## src/rtl/instruction_sequencer.sv

```systemverilog
`default_nettype none
// ============================================================================
// Module   : instruction_sequencer
// Purpose  : Produces the state code consumed by the processor control unit.
//            Walks fetch1..fetch3, idles while IR settles, decodes the opcode
//            from IR and steps through the matching execute chain before
//            returning to fetch1. Tracks retired instructions, END (halt) and
//            unknown opcodes (illegal).
// Ports    : clock       - system clock, rising edge
//            reset_n     - asynchronous active-low reset
//            start       - begin execution from idle (level)
//            opcode      - IR contents, sampled only at the decode edge
//            state       - registered state code to the control unit
//            busy        - running an instruction stream
//            halted      - END executed, sticky until reset
//            illegal     - unknown opcode seen, sticky until reset
//            instr_count - retired legal instructions (saturating, END excluded)
// Revision : 1.0 - initial release
// ============================================================================
module instruction_sequencer #(
  parameter int STATE_W     = 6,
  parameter int OPCODE_W    = 8,
  parameter int DECODE_WAIT = 2,
  parameter int CNT_W       = 16
) (
  input  logic                clock,
  input  logic                reset_n,
  input  logic                start,
  input  logic [OPCODE_W-1:0] opcode,
  output logic [STATE_W-1:0]  state,
  output logic                busy,
  output logic                halted,
  output logic                illegal,
  output logic [CNT_W-1:0]    instr_count
);

  // Internal sequencer states
  localparam logic [2:0] FSM_IDLE   = 3'd0;
  localparam logic [2:0] FSM_FETCH1 = 3'd1;
  localparam logic [2:0] FSM_FETCH2 = 3'd2;
  localparam logic [2:0] FSM_FETCH3 = 3'd3;
  localparam logic [2:0] FSM_DWAIT  = 3'd4;
  localparam logic [2:0] FSM_EXEC   = 3'd5;
  localparam logic [2:0] FSM_HALT   = 3'd6;

  // State codes driven to the control unit
  localparam logic [STATE_W-1:0] SC_IDLE   = STATE_W'(0);
  localparam logic [STATE_W-1:0] SC_FETCH1 = STATE_W'(1);
  localparam logic [STATE_W-1:0] SC_FETCH2 = STATE_W'(2);
  localparam logic [STATE_W-1:0] SC_FETCH3 = STATE_W'(3);
  localparam logic [STATE_W-1:0] SC_CLAC   = STATE_W'(4);
  localparam logic [STATE_W-1:0] SC_LDAC1  = STATE_W'(5);
  localparam logic [STATE_W-1:0] SC_LDAC2  = STATE_W'(6);
  localparam logic [STATE_W-1:0] SC_STAC1  = STATE_W'(8);
  localparam logic [STATE_W-1:0] SC_STAC2  = STATE_W'(9);
  localparam logic [STATE_W-1:0] SC_MVACR  = STATE_W'(11);
  localparam logic [STATE_W-1:0] SC_MVRAC  = STATE_W'(12);
  localparam logic [STATE_W-1:0] SC_ADD    = STATE_W'(13);
  localparam logic [STATE_W-1:0] SC_MUL    = STATE_W'(14);

  // Opcodes
  localparam logic [OPCODE_W-1:0] OP_CLAC  = OPCODE_W'(8'h01);
  localparam logic [OPCODE_W-1:0] OP_LDAC  = OPCODE_W'(8'h02);
  localparam logic [OPCODE_W-1:0] OP_STAC  = OPCODE_W'(8'h03);
  localparam logic [OPCODE_W-1:0] OP_MVACR = OPCODE_W'(8'h04);
  localparam logic [OPCODE_W-1:0] OP_MVRAC = OPCODE_W'(8'h05);
  localparam logic [OPCODE_W-1:0] OP_ADD   = OPCODE_W'(8'h06);
  localparam logic [OPCODE_W-1:0] OP_MUL   = OPCODE_W'(8'h07);
  localparam logic [OPCODE_W-1:0] OP_END   = OPCODE_W'(8'hFF);

  // Wait counter counts down from DECODE_WAIT-1; decode happens when it is 0.
  localparam int                WAIT_W    = (DECODE_WAIT > 1) ? $clog2(DECODE_WAIT) : 1;
  localparam logic [WAIT_W-1:0] WAIT_INIT = WAIT_W'(DECODE_WAIT - 1);

  logic [2:0]         fsm_q,     fsm_d;
  logic [STATE_W-1:0] state_q,   state_d;
  logic [WAIT_W-1:0]  wait_q,    wait_d;
  logic               halted_q,  halted_d;
  logic               illegal_q, illegal_d;
  logic [CNT_W-1:0]   cnt_q,     cnt_d;

  // --------------------------------------------------------------------------
  // State register
  // --------------------------------------------------------------------------
  always_ff @(posedge clock or negedge reset_n) begin
    if (!reset_n) begin
      fsm_q     <= FSM_IDLE;
      state_q   <= SC_IDLE;
      wait_q    <= '0;
      halted_q  <= 1'b0;
      illegal_q <= 1'b0;
      cnt_q     <= '0;
    end else begin
      fsm_q     <= fsm_d;
      state_q   <= state_d;
      wait_q    <= wait_d;
      halted_q  <= halted_d;
      illegal_q <= illegal_d;
      cnt_q     <= cnt_d;
    end
  end

  // --------------------------------------------------------------------------
  // Next-state logic. The state code is computed alongside the FSM transition
  // so the output is a plain flop and only changes on clock edges.
  // --------------------------------------------------------------------------
  always_comb begin
    fsm_d     = fsm_q;
    state_d   = state_q;
    wait_d    = wait_q;
    halted_d  = halted_q;
    illegal_d = illegal_q;
    cnt_d     = cnt_q;

    case (fsm_q)
      FSM_IDLE: begin
        if (start) begin
          fsm_d   = FSM_FETCH1;
          state_d = SC_FETCH1;
        end
      end

      FSM_FETCH1: begin
        fsm_d   = FSM_FETCH2;
        state_d = SC_FETCH2;
      end

      FSM_FETCH2: begin
        fsm_d   = FSM_FETCH3;
        state_d = SC_FETCH3;
      end

      FSM_FETCH3: begin
        fsm_d   = FSM_DWAIT;
        state_d = SC_IDLE;
        wait_d  = WAIT_INIT;
      end

      FSM_DWAIT: begin
        if (wait_q != '0) begin
          wait_d = wait_q - WAIT_W'(1);
        end else begin
          // Decode edge: the only point where opcode is looked at.
          fsm_d = FSM_EXEC;
          case (opcode)
            OP_CLAC:  state_d = SC_CLAC;
            OP_LDAC:  state_d = SC_LDAC1;
            OP_STAC:  state_d = SC_STAC1;
            OP_MVACR: state_d = SC_MVACR;
            OP_MVRAC: state_d = SC_MVRAC;
            OP_ADD:   state_d = SC_ADD;
            OP_MUL:   state_d = SC_MUL;
            OP_END: begin
              fsm_d    = FSM_HALT;
              state_d  = SC_IDLE;
              halted_d = 1'b1;
            end
            default: begin
              fsm_d     = FSM_FETCH1;
              state_d   = SC_FETCH1;
              illegal_d = 1'b1;
            end
          endcase
        end
      end

      FSM_EXEC: begin
        // Only LDAC and STAC have multi-state chains; their codes are
        // consecutive so the chain advances by incrementing the code.
        if (state_q == SC_LDAC1 || state_q == SC_LDAC2 ||
            state_q == SC_STAC1 || state_q == SC_STAC2) begin
          state_d = state_q + STATE_W'(1);
        end else begin
          fsm_d   = FSM_FETCH1;
          state_d = SC_FETCH1;
          if (cnt_q != '1) begin
            cnt_d = cnt_q + CNT_W'(1);
          end
        end
      end

      FSM_HALT: begin
        // Terminal until reset; start is ignored.
        state_d = SC_IDLE;
      end

      default: begin
        fsm_d   = FSM_IDLE;
        state_d = SC_IDLE;
      end
    endcase
  end

  // --------------------------------------------------------------------------
  // Output logic
  // --------------------------------------------------------------------------
  always_comb begin
    busy = 1'b0;
    case (fsm_q)
      FSM_FETCH1, FSM_FETCH2, FSM_FETCH3, FSM_DWAIT, FSM_EXEC: busy = 1'b1;
      default:                                                 busy = 1'b0;
    endcase
  end

  assign state       = state_q;
  assign halted      = halted_q;
  assign illegal     = illegal_q;
  assign instr_count = cnt_q;

endmodule
`default_nettype wire

```

## config.mk

```make
export PLATFORM = sky130hd
export DESIGN_NAME = instruction_sequencer
export DESIGN_NICKNAME = d
export VERILOG_FILES = /design/src/rtl/instruction_sequencer.sv
export SDC_FILE = /design/constraint.sdc
export NUM_CORES = 1
export LEC_CHECK = 0
export CORE_ASPECT_RATIO = 1.2
export CORE_UTILIZATION = 50
export CTS_CLUSTER_DIAMETER = 150
export DETAILED_ROUTE_END_ITERATION = 6
export PLACE_DENSITY_LB_ADDON = 0.25
export SYNTH_ARGS = -nofsm -noshare
export SYNTH_HDL_FRONTEND = slang
export SYNTH_SLANG_ARGS = --single-unit
```

## constraint.sdc

```tcl
create_clock -name clock -period 2.2 [get_ports clock]
set_input_delay 0.44 -clock clock [delete_from_list [all_inputs] [get_ports clock]]
set_output_delay 0.44 -clock clock [all_outputs]
set_load 0.05 [all_outputs]
```

## Word-level counts from Yosys, hierarchy flattened

Cells that the tools add are included.

- Bitwise gates (word level): 4
- Reductions and logical operators: 13
- Equal/unequal tests: 22
- $add $sub $neg: 3
- Muxes and demuxes: 13

Operator list:

| kind | count |
|---|---|
| equality test 8 x 3 -> 1 bit, second input constant | 4 |
| one-hot mux 4 bit (8 select lines) | 1 |
| one-hot mux 6 bit (5 select lines) | 1 |
| one-hot mux 3 bit (7 select lines) | 1 |
| 2-to-1 mux 6 bit | 3 |
| adder 16 x 1 -> 16 bit, second input constant | 1 |
| equality test 8 x 2 -> 1 bit, second input constant | 2 |
| != test 16 bit, second input constant | 1 |
| equality test 6 x 3 -> 1 bit, second input constant | 2 |
| equality test 6 x 4 -> 1 bit, second input constant | 2 |
| equality test 3 bit, second input constant | 3 |
| 2-to-1 mux 3 bit | 3 |
| AND reduction 3 bit | 3 |
| equality test 8 x 1 -> 1 bit, second input constant | 1 |
| equality test 8 bit, second input constant | 1 |
| OR reduction 8 bit | 1 |
| OR reduction 7 bit | 1 |
| adder 6 x 1 -> 6 bit, second input constant | 1 |
| equality test 3 x 2 -> 1 bit, second input constant | 2 |
| != test 2 bit, second input constant | 3 |
| one-hot mux 3 bit (2 select lines) | 1 |
| OR reduction 5 bit | 1 |
| NOT 1 bit | 4 |
| AND reduction 4 bit | 1 |
| other kinds (8) | 11 |

- Word-level logic and storage cells: 61
- Register bits after elaboration: 28

## Longest topological paths before layout

- Word-level depth: 6
- Mapped depth: 7
- Depth with buffers taken out: 7

## Least setup slack after synthesis

No wires, ideal clock.

- Path kind: register to register
- From: register state_q[0] (netlist: state[0])
- To: register cnt_q[1] (netlist: instr_count[1])
- Data required time: 2075 ps
- Library setup time: 125 ps
- Path slack: -95 ps
- Data arrival time: 2170 ps
- Cell stages (with the launch flop): 7
- Path through: dfrtp_1 -> inv_1 -> ha_1 -> mux2_4 -> o211a_4 -> nor3_4 -> mux2_2

- Longest elaborated chain between the ends: 6
- Elaborated cells between the ends (all ways): 9

Ends and longest elaborated chain:

| item | line | text |
|---|---|---|
| start: declaration | 76 | `logic [STATE_W-1:0] state_q, state_d;` |
| start signal: assignment | 95 | `state_q <= state_d;` |
| equality test 6 x 3 -> 1 bit | 170 | `if (state_q == SC_LDAC1 \|\| state_q == SC_LDAC2 \|\|` |
| logical OR 1 bit (2 in series) | 170 |  |
| logical OR 1 bit (*) | 171 | `state_q == SC_STAC1 \|\| state_q == SC_STAC2) begin` |
| NOT 1 bit (no line) (*) | -- |  |
| AND reduction 3 bit (no line) (*) | -- |  |
| end signal: assignment | 99 | `cnt_q <= cnt_d;` |
| end: declaration | 80 | `logic [CNT_W-1:0] cnt_q, cnt_d;` |

Every way passes the cells marked *; elsewhere a longest branch is shown, timed or not.
A chain may end at the register's enable or synchronous reset.

## Worst setup path in the final report

- From: register state_q[3] (netlist: state[3])
- To: output state[3]

RTL lines:

| item | line | text |
|---|---|---|
| end: declaration | 30 | `output logic [STATE_W-1:0] state,` |

No word-level cell between the ends.

==> flow_metrics.tcl <==
set metrics [dict create \
    p_per_area_nw_per_um2 899 \
    regToRegStartpoint "state[0]" \
    final.setup.tns_ps 0 \
    setup_violations 0 \
    pwr-share-clk 0.139 \
    crit_fanout 5 \
    stdcell_count 238 \
    dieArea_um2 3430 \
    period_share 0.962 \
    fin_crit_ps 2120 \
    slew_viol_final 0 \
    hpwl_um 2700 \
    cts_tree "done" \
    dr.pass1.iters 4 \
    fmax_mhz 472 \
    leakagePower_uw 0.000855 \
    gp_congestion 0.792 \
    avgSynthCellArea_um2 9.88 \
    syn_nets 178 \
    worstRegToRegCells 6 \
    root_buffer "clkbuf_4" \
    vias_per_cell 5.82 \
    antenna_found_initial 0 \
    synth_cell_types 42 \
    crit_chain "clkdlybuf4s50_1" \
    status "completed" \
    cp-startpoint "state[3]" \
    die_h_um 64.0 \
    ys_warn_count 0 \
    diodes 0 \
    ys_ff_latch 28 \
    worst_path_largest_cell_delay_ps 850 \
    critical_path_arrival_ps 1680 \
    grt_pass1_wl_um 6020 \
    vias 1385 \
    globalRouteOverflowTotal 0 \
    crit_cells 1 \
    clkSlewWorstSetupHoldPaths_ps 160 \
    hp-class "in -> async" \
    synthFlopType "dfrtp_1" \
    syn2layout_area_growth_pct 28.4 \
    layout-drive-gt1-share 0.109 \
    fin_worst_skew_ps 5.85 \
    critPathLaunchType "flop" \
    nets 219 \
    grt_pass1_vias 1434 \
    io_buffers 35 \
    synth_async_sr_flop_share 1.00 \
    drt_iter0_markers 45 \
    switching_power_uw 794 \
    place_area_um2 2020 \
    hold_viol 0 \
    coreArea_um2 3060 \
    maxCapViolations 0 \
    rsz0062_at_grt "no" \
    clock_path_buffers 2 \
    setup.worst_path.class "reg -> out" \
    cts_resized 0 \
    crit_family "buffers and inverters" \
    fp.dieW_um 53.6 \
    crit_buf_inv 1 \
    start_util 0.524 \
    cpMaxStageDelayCell "clkdlybuf4s50_1" \
    max-slew-margin-rel 0.655 \
    rows 22 \
    cts_hold_buf 0 \
    endpoint_kind "output pin" \
    drt_drc_violations_left 0 \
    vdd_drop_max_v 0.000608 \
    ant_nets 0 \
    n_fill_cell 259 \
    htreeDepth 1 \
    synth_area_um2 1600 \
    internal-power_uw 1050 \
    fin_area_um2 2050 \
    dp.cells 234 \
    ios 36 \
    grt_usage 0.235 \
    grt_max_degree 29 \
    tightest_slew_ps 515 \
    power_frac_seq 0.380 \
    p_comb_frac 0.481 \
    cts_setup_buffers 0 \
    clock_sinks 28 \
    switching_share 0.430 \
    crit_required_ps 1760 \
    synth_edf_count 0 \
    routedWlPerCell_um 14.7 \
    ys_seq_area_frac 0.438 \
    netlist_instances 162 \
    clk_latency_ps 330 \
    numCtsBuffers 3 \
    routed_wl_um 3500 \
]
through the flow:
step	total power [µW]	worst slack, ps	hold slack [ps]	util
after floorplan	1300	88.5	144	-
after global placement	1560	33.1	443	0.661
after detailed placement	1600	-16.7	446	0.661
after CTS	1860	90.0	470	0.672
after global routing	1980	15.5	500	0.672
final	1850	83.2	458	0.672
synthesized netlist by cell type, types with 2 or more instances:
| cell type | count | area (µm²) |
|---|---|---|
| or3_1 | 3 | 18.8 |
| xor2_1 | 6 | 52.6 |
| and4_1 | 3 | 26.3 |
| nand4_1 | 4 | 25.0 |
| nor3_1 | 5 | 25.0 |
| inv_1 | 5 | 18.8 |
| nor4_1 | 2 | 12.5 |
| o211ai_1 | 2 | 15.0 |
| nor2_1 | 8 | 30.0 |
| and2_1 | 4 | 25.0 |
| ha_1 | 5 | 62.6 |
| a21oi_1 | 7 | 35.0 |
| xnor2_1 | 10 | 87.6 |
| and3_1 | 3 | 18.8 |
| nand2_1 | 15 | 56.3 |
| nand3b_1 | 3 | 22.5 |
| a21o_1 | 3 | 22.5 |
| o21ai_0 | 9 | 45.0 |
| nand3_1 | 8 | 40.0 |
| nor2b_1 | 4 | 25.0 |
| dfrtp_1 | 28 | 701 |
| clkbuf_1 | 4 | 15.0 |
| mux2_2 | 2 | 22.5 |
logic make-up after synthesis:
group	share of synthesized area
multiplexers	0.0235
XOR/XNOR	0.0876
AND/OR/NAND/NOR	0.239
flip-flops	0.438
AO/OA/AOI/OAI	0.152
adder cells (fa/ha/maj)	0.0391
buffers and inverters	0.0211
area by class of cell:
class / count / area [µm²] / share of cell area
Multi-Input combinational cell: 125 / 866 / 0.421
Timing Repair Buffer: 40 / 385 / 0.188
Inverter: 5 / 18.8 / 0.00914
Sequential cell: 28 / 703 / 0.342
Clock buffer: 4 / 36.3 / 0.0177
Tap cell: 36 / 45.0 / 0.0219
power by group through the flow:
| stage | logic (µW) | registers [µW] | clock network, µW |
|---|---|---|---|
| after floorplan | 426 | 875 | 0 |
| after global placement | 857 | 704 | 0 |
| after detailed placement | 889 | 712 | 0 |
| after CTS | 893 | 702 | 260 |
| after global routing | 979 | 721 | 279 |
| final | 888 | 702 | 257 |
cells in the final DEF, fill, tap and decap left out, drive strengths merged, types with 2 or more instances in the layout:
cell,synthesis,layout
clkbuf,4,4
inv,5,5
dfrtp,28,28
and4,3,3
a21o,3,3
mux2,3,3
buf,0,6
nor3,7,7
ha,5,5
xor2,6,6
nor2b,4,4
nand3b,3,3
or3,3,3
nor4,3,3
nand4,4,4
nor2,8,8
clkdlybuf4s50,0,34
xnor2,10,10
and2,4,4
o21ai,9,9
o211ai,2,2
nand3,8,8
nand2,15,15
and3,3,3
a21oi,7,7
flip-flops by register name, indices dropped and copies added (netlist names):
register / cells
wait_q: 1
halted: 1
fsm_q: 3
state: 6
instr_count: 16
illegal: 1
per-layer routing:
metal  GRT usage  share of wire  up-vias
met2       0.444           0.56       35
met4      0.0822          0.015        0
met3      0.0333          0.034        7
li1            -              -      669
met1       0.250           0.39      674
met5           0              0        -
final timing paths:
path                                        to  slack [ps]
max in group asynchronous             state[0]        1460
worst min register to register          halted         480
worst min-delay path            instr_count[8]         460
worst max-delay path                  state[3]          80
min in group clock                      halted         480
worst max register to register  instr_count[1]         120
Power figures use the tool's default switching activity.
